===== src/rtl/scan_clk_ctrl_pkg.sv =====
// rtl/scan_clk_ctrl_pkg.sv - shared encodings and defaults for the scan clock controller
package scan_clk_ctrl_pkg;

  localparam int DIV_W_DEF = 16;
  localparam int CH_W_DEF  = 4;
  localparam int RND_W     = 16;

  typedef enum logic [1:0] {
    S_IDLE = 2'd0,
    S_LOAD = 2'd1,
    S_RUN  = 2'd2,
    S_DONE = 2'd3
  } state_t;

  typedef enum logic [1:0] {
    SEL_HALF   = 2'd0,
    SEL_CHAN   = 2'd1,
    SEL_ROUNDS = 2'd2,
    SEL_NONE   = 2'd3
  } cfg_sel_t;

endpackage


===== src/rtl/scan_clk_ctrl_div.sv =====
// rtl/scan_clk_ctrl_div.sv - half-period divider producing one tick per scan_clk toggle
module scan_clk_div
  import scan_clk_ctrl_pkg::*;
#(
  parameter int DIV_W = DIV_W_DEF
) (
  input  logic             clk_sys,
  input  logic             rst,
  input  logic             load,
  input  logic             enable,
  input  logic [DIV_W-1:0] half_period,
  output logic             tick
);

  logic [DIV_W-1:0] count;

  // Count 0..half_period while enabled, so a tick arrives every half_period+1 cycles
  always_ff @(posedge clk_sys or posedge rst) begin
    if (rst) begin
      count <= '0;
    end else if (load) begin
      count <= '0;
    end else if (enable) begin
      if (count == half_period) begin
        count <= '0;
      end else begin
        count <= count + 1'b1;
      end
    end
  end

  assign tick = enable && !load && (count == half_period);

endmodule


===== src/rtl/scan_clk_ctrl.sv =====
// rtl/scan_clk_ctrl.sv - scan clock FSM, config registers and round/address tracking
module scan_clk_ctrl
  import scan_clk_ctrl_pkg::*;
#(
  parameter int DIV_W = DIV_W_DEF,
  parameter int CH_W  = CH_W_DEF
) (
  input  logic            clk_sys,
  input  logic            rst,
  input  logic            cfg_we,
  input  logic [1:0]      cfg_sel,
  input  logic [15:0]     cfg_data,
  input  logic            start,
  input  logic            stop,
  output logic            scan_clk,
  output logic            addr_rst_n,
  output logic [CH_W-1:0] chan_num,
  output logic            chan_load,
  output logic [CH_W-1:0] addr_mirror,
  output logic            busy,
  output logic            done
);

  state_t           state;
  logic [DIV_W-1:0] half_period;
  logic [CH_W-1:0]  chan_cnt;
  logic [RND_W-1:0] rounds;
  logic [RND_W-1:0] round_cnt;
  logic             tick;
  logic             div_load;
  logic             div_en;

  // The divider is held cleared through LOAD so RUN starts from a fresh count
  assign div_load = (state == S_LOAD);
  assign div_en   = (state == S_RUN);

  scan_clk_div #(
    .DIV_W(DIV_W)
  ) u_div (
    .clk_sys    (clk_sys),
    .rst        (rst),
    .load       (div_load),
    .enable     (div_en),
    .half_period(half_period),
    .tick       (tick)
  );

  // Single FSM: config writes in IDLE, scan sequencing, and all registered outputs
  always_ff @(posedge clk_sys or posedge rst) begin
    if (rst) begin
      state       <= S_IDLE;
      half_period <= '0;
      chan_cnt    <= CH_W'(1);
      rounds      <= '0;
      round_cnt   <= '0;
      scan_clk    <= 1'b1;
      addr_rst_n  <= 1'b0;
      chan_load   <= 1'b0;
      chan_num    <= CH_W'(1);
      addr_mirror <= CH_W'(1);
      busy        <= 1'b0;
      done        <= 1'b0;
    end else begin
      chan_load  <= 1'b0;
      done       <= 1'b0;
      addr_rst_n <= 1'b1;
      case (state)
        S_IDLE: begin
          scan_clk <= 1'b1;
          if (cfg_we) begin
            case (cfg_sel_t'(cfg_sel))
              SEL_HALF:   half_period <= cfg_data[DIV_W-1:0];
              SEL_CHAN:   chan_cnt    <= (cfg_data[CH_W-1:0] == '0) ? CH_W'(1)
                                                                    : cfg_data[CH_W-1:0];
              SEL_ROUNDS: rounds      <= cfg_data;
              default:    ;
            endcase
          end
          if (start && !stop) begin
            state       <= S_LOAD;
            chan_load   <= 1'b1;
            chan_num    <= chan_cnt;
            addr_rst_n  <= 1'b0;
            addr_mirror <= CH_W'(1);
            round_cnt   <= '0;
            busy        <= 1'b1;
          end
        end
        S_LOAD: begin
          if (stop) begin
            state <= S_IDLE;
            busy  <= 1'b0;
          end else if (rounds == '0) begin
            state <= S_DONE;
            done  <= 1'b1;
            busy  <= 1'b0;
          end else begin
            state <= S_RUN;
          end
        end
        S_RUN: begin
          if (stop) begin
            state    <= S_IDLE;
            scan_clk <= 1'b1;
            busy     <= 1'b0;
          end else if (tick) begin
            if (scan_clk) begin
              // Falling edge: downstream address stage advances, wrapping chan_cnt -> 1
              scan_clk <= 1'b0;
              if (addr_mirror == chan_cnt) begin
                addr_mirror <= CH_W'(1);
                round_cnt   <= round_cnt + 1'b1;
              end else begin
                addr_mirror <= addr_mirror + 1'b1;
              end
            end else begin
              scan_clk <= 1'b1;
              if (round_cnt == rounds) begin
                state <= S_DONE;
                done  <= 1'b1;
                busy  <= 1'b0;
              end
            end
          end
        end
        S_DONE: begin
          state <= S_IDLE;
        end
        default: begin
          state <= S_IDLE;
        end
      endcase
    end
  end

endmodule


===== config.mk =====
export PLATFORM = sky130hd
export DESIGN_NAME = scan_clk_ctrl
export DESIGN_NICKNAME = d
export VERILOG_FILES = /design/src/rtl/scan_clk_ctrl_pkg.sv /design/src/rtl/scan_clk_ctrl_div.sv /design/src/rtl/scan_clk_ctrl.sv
export SDC_FILE = /design/constraint.sdc
export NUM_CORES = 1
export LEC_CHECK = 0
export ABC_AREA = 1
export CORE_MARGIN = 1
export CORE_UTILIZATION = 25
export DETAILED_ROUTE_END_ITERATION = 8
export GPL_ROUTABILITY_DRIVEN = 0
export GPL_TIMING_DRIVEN = 0
export HOLD_SLACK_MARGIN = 0.12
export MAX_ROUTING_LAYER = met4
export PLACE_DENSITY = 0.52
export SYNTH_ARGS = -nofsm -noshare
export SYNTH_HDL_FRONTEND = slang
export SYNTH_SLANG_ARGS = --single-unit

===== constraint.sdc =====
create_clock -name clk_sys -period 3.35 [get_ports clk_sys]
set_input_delay 0.335 -clock clk_sys [delete_from_list [all_inputs] [get_ports clk_sys]]
set_output_delay 0.335 -clock clk_sys [all_outputs]
set_load 0.01 [all_outputs]

Word-level counts from Yosys, hierarchy flattened --
Index checks and enable logic that the tools add are counted.
Storage, ports and cells: register bits after elaboration 83, input bits 23, output and inout port bits 13, word-level logic and storage cells 101
Operators by class: $add $sub $neg 3, equal/unequal tests 17, muxes and demuxes 47, reduce and logical (&&, ||, !) cells 21
Operator list (number):
- 2-to-1 mux 16 bit | 8
- adder 16 x 1 -> 16 bit, second input constant | 2
- equality test 16 bit | 2
- case mux 16 bit (2 select lines) | 1
- 2-to-1 mux 4 bit | 6
- 2-to-1 mux 1 bit | 21
- logical NOT 16 bit | 1
- 2-to-1 mux 2 bit | 6
- inequality test 3 bit, second input constant | 4
- AND reduction 6 bit | 2
- inequality test 2 bit, second input constant | 5
- AND reduction 3 bit | 3
- case mux 2 bit (4 select lines) | 1
- case mux 4 bit (2 select lines) | 1
- equality test 2 bit, second input constant | 3
- AND reduction 5 bit | 1
- adder 4 x 1 -> 4 bit, second input constant | 1
- equality test 2 x 1 -> 1 bit, second input constant | 2
- equality test 4 bit | 1
- logical NOT 2 bit | 2
- logical NOT 4 bit | 1
- case mux 1 bit (2 select lines) | 2
- AND reduction 2 bit | 2
- AND reduction 4 bit | 1
- other kinds (5) | 9

Longest topological paths before layout --
depth after elaboration 7, mapped depth 12, mapped depth without buffers 11

Cells and area by module --
A second synthesis with hierarchy kept.
Second synthesis, totals: cell total of the unflattened synthesis 694, area, all modules 4897.2 um^2
By module, submodules not included:
- scan_clk_ctrl | instances 1, cells an instance 457, area each 3505.9 um^2, sequential area each 1681.6 um^2
- scan_clk_div | instances 1, cells an instance 237, area each 1391.3 um^2, sequential area each 400.4 um^2

Least setup slack after synthesis --
OpenSTA, ideal clock, no wires.
path kind register -> register, from reg state[1], to reg u_div.count[7], arrival time 1716 ps, required time 3273 ps, slack 1556 ps, cell stages (with the launch flop) 10, buffers on the path 0, period minus slack after synthesis 1794 ps, path through dfrtp_1 -> inv_1 -> ha_1 -> clkinv_1 -> nor2_1 -> nand2_1 -> inv_1 -> nand4_1 -> or2_2 -> a21oi_1
On the way: word-level cells in the longest chain between the ends 2
RTL lines:
- start: declaration | RTL line scan_clk_ctrl.sv:24 | state_t state;
- start signal: assignment | RTL line scan_clk_ctrl.sv:51 | state <= S_IDLE;
- start signal: assignment | RTL line scan_clk_ctrl.sv:80 | state <= S_LOAD;
- start signal: assignment | RTL line scan_clk_ctrl.sv:91 | state <= S_IDLE;
- equality test 2 x 1 -> 1 bit or equality test 2 bit (tied branches) | RTL line scan_clk_ctrl.sv:34, scan_clk_ctrl.sv:35
- 2-to-1 mux 16 bit or nonzero test 2 bit (tied branches)
- end signal: assignment | RTL line scan_clk_ctrl_div.sv:27 | count <= count + 1'b1;
- end: declaration | RTL line scan_clk_ctrl_div.sv:15 | logic [DIV_W-1:0] count;
Parallel ways exist; a longest one is shown, timed or not. A chain may end at the register's enable or synchronous reset.

Final worst setup path --
Same ends and word-level chain as after synthesis.

==> out/metrics.csv <==
metric,value,unit
P&R area growth vs syn,20.5,%
worst r2r dst,u_div.count[7],
Cells after Synth,665,
Post-synth EDFFs,0,
leakage,2.73,nW
worst setup margin,1080,ps
Die X,140,um
total length of routed wires,12600,um
Num CTS Buffers,9,
r2r setup slk,1080,ps
Final ANT Viol Nets,0,
Core Box Area,18700,um2
Yosys warnings,0,
"Setup Fix Bufs, Post-CTS",0,
Sinks on Clock Net,83,
Pwr Density,758,nW/um2
vias,4241,
top post-synthesis cells by area,"dfrtp_1, nand2_1, inv_1",
clock buffer depth,2,
number of global-route vias before repair,3991,
min-delay worst type,in -> async,
setup_tns,0,ps
"area leader, netlist",dfrtp_1,
Layout Nets,743,
Fmax,440,MHz
ys flop type,dfrtp_1,
drt first-iter violations,264,
Synth Cell Area,4760,um2
Period minus WS final,2270,ps
CTS Hold Bufs,0,
quantity of gates resized following cts,0,
largest net degree at the start of global routing,54,
"Slew Viols, Final",0,
I/O Buffers,35,
count of state elements after synthesis,83,
worst r2r src,state[1],
most frequent cells after synthesis,"nand2_1, inv_1, dfrtp_1",
status,"complete, no violations",
drt wl/cell,13.2,um
Setup crit end kind,register,
Final Cycle Share,67.8,%
ant diodes,0,
H-tree Lvls,3,
worst slack at placement,1110,ps
ys async rst share,100,%
row count,50,
Skew-Pair Late Insertion Delay,350,ps
vias per std cell,4.46,
Max Cap Violations,0,
Reg2Reg Depth,9,
Yosys top cell area share,41.5,%
RSZ-0062 raised after global routing,no,
share of cells above drive strength 1,6.69,%
Initial Util,25.4,%
Crit Path Category,reg -> reg,
CTS tree,yes,
post-synthesis sequential area ratio,43.8,%
first-pass GRT wire length,21000,um
"Hold Vio Cnt, Final",0,
Critical Path Start Type,register,
Mapped Avg Cell Area,7.16,um2
GRT Residual Overflow,0,
"count leader, synth",nand2_1,
Crit path required time,3620,ps
Slew headroom,64.3,%
peak supply drop,0.233,mV
CP max FO,9,
skew final,10.0,ps
die height,140,um
hpwl dp,9230,um
Root Buffer,clkbuf_16,
final setup fails,0,
Synth cell types,31,
critical path data arrival time,2540,ps
antenna violations before repair,0,
First-pass DRT Iterations,4,
die area,19600,um2
syn nets,696,
GRT Util Overall,14.1,%
io pins,36,
Slew @ Worst Pin,536,ps
# DRC,0,
Clock transition at path regs,70,ps
[power by group]
| part | switching (mW) | internal [mW] | leakage (nW) |
|---|---|---|---|
| logic | 1.05 | 0.634 | 1.50 |
| clock network | 0.455 | 0.583 | 0.146 |
| registers | 0.293 | 1.33 | 1.08 |
[cell usage in the layout (no fill, tap or decap), types with 2 or more instances in the layout]
master / synthesis / layout
a31oi_1: 3 / 3
nand4_1: 37 / 37
inv_1: 81 / 80
a21oi_1: 14 / 14
clkdlybuf4s50_1: 0 / 35
clkbuf_1: 8 / 8
nor2_2: 2 / 2
buf_2: 7 / 7
xnor2_1: 5 / 5
ha_1: 8 / 8
nand2_2: 2 / 2
dfrtp_1: 79 / 79
nor2_1: 69 / 69
nand3_1: 16 / 16
clkinv_4: 0 / 3
o21ai_0: 53 / 53
or2_2: 3 / 3
inv_2: 5 / 5
nor3b_1: 3 / 3
xor2_1: 17 / 17
nand2_1: 226 / 226
clkbuf_16: 0 / 9
nor3_1: 13 / 13
dfstp_2: 4 / 4
[critical path, cell delays in order (launching register included)]
cell and delay [ps]:
dfrtp_1 430, inv_1 80, ha_1 330, clkinv_1 300, nor2_1 250, nand2_1 80
inv_1 70, nand4_1 190, or2_2 340, a21oi_1 120
[area by class of cell]
| class | instances | area (um2) |
|---|---|---|
| timing repair buffer | 36 | 378 |
| sequential | 83 | 2080 |
| clock inverter | 7 | 77.6 |
| clock buffer | 9 | 225 |
| fill | 1996 | 13000 |
| tap | 234 | 293 |
| buffer | 18 | 88.8 |
| inverter | 87 | 329 |
| multi-input combinational | 477 | 2260 |
[kinds of logic (layout without fill, tap and decap cells)]
| logic type | Yosys count | in the layout | share of synthesized area [%] |
|---|---|---|---|
| and+or+nand+nor | 374 | 374 | 33.4 |
| buffers and inverters | 105 | 157 | 8.73 |
| DFF | 83 | 83 | 43.8 |
| AOI/OAI and AO/OA | 73 | 73 | 7.97 |
| xor gates and xnor gates | 22 | 22 | 4.05 |
| adders and majority gates | 8 | 8 | 2.10 |
[layer usage]
| metal | up-vias | part of all wire, % | global-route usage, % |
|---|---|---|---|
| met1 | 1954 | 53 | 20.3 |
| li1 | 2208 | - | - |
| met3 | 12 | 3.0 | 1.98 |
| met4 | 0 | 1.6 | 5.38 |
| met5 | - | 0 | - |
| met2 | 67 | 42 | 20.0 |
[worst max-delay path by stage]
stage	startpoint	end	slack, ps	cells past startpoint
floorplan	rst	addr_mirror[1]	880	1
global placement	rst	chan_load	-760	2
detailed placement	state[1]	u_div.count[7]	1110	9
CTS	state[1]	u_div.count[7]	1080	9
global route	state[1]	u_div.count[7]	840	9
finish	state[1]	u_div.count[7]	1080	9
[sequential cells by signal (all words and copies together) (netlist names)]
name	count
addr_rst_n	1
half_period	16
done	1
chan_load	1
addr_mirror	4
chan_cnt	4
state	2
scan_clk	1
chan_num	4
rounds	16
u_div.count	16
round_cnt	16
busy	1
[per-stage QoR]
| step | hold slack (ps) | instances | total power [mW] | utilization [%] | area [um2] |
|---|---|---|---|---|---|
| floorplan | 458 | 665 | 2.77 | - | 4760 |
| global placement | 458 | 934 | 3.31 | 28.9 | 5400 |
| detailed placement | 465 | 935 | 3.34 | 29.0 | 5430 |
| CTS | 367 | 951 | 4.39 | 30.7 | 5730 |
| global route | 422 | 951 | 4.72 | 30.7 | 5730 |
| finish | 355 | 951 | 4.35 | 30.7 | 5730 |
No activity file was read; power rests on OpenSTA's default activity.
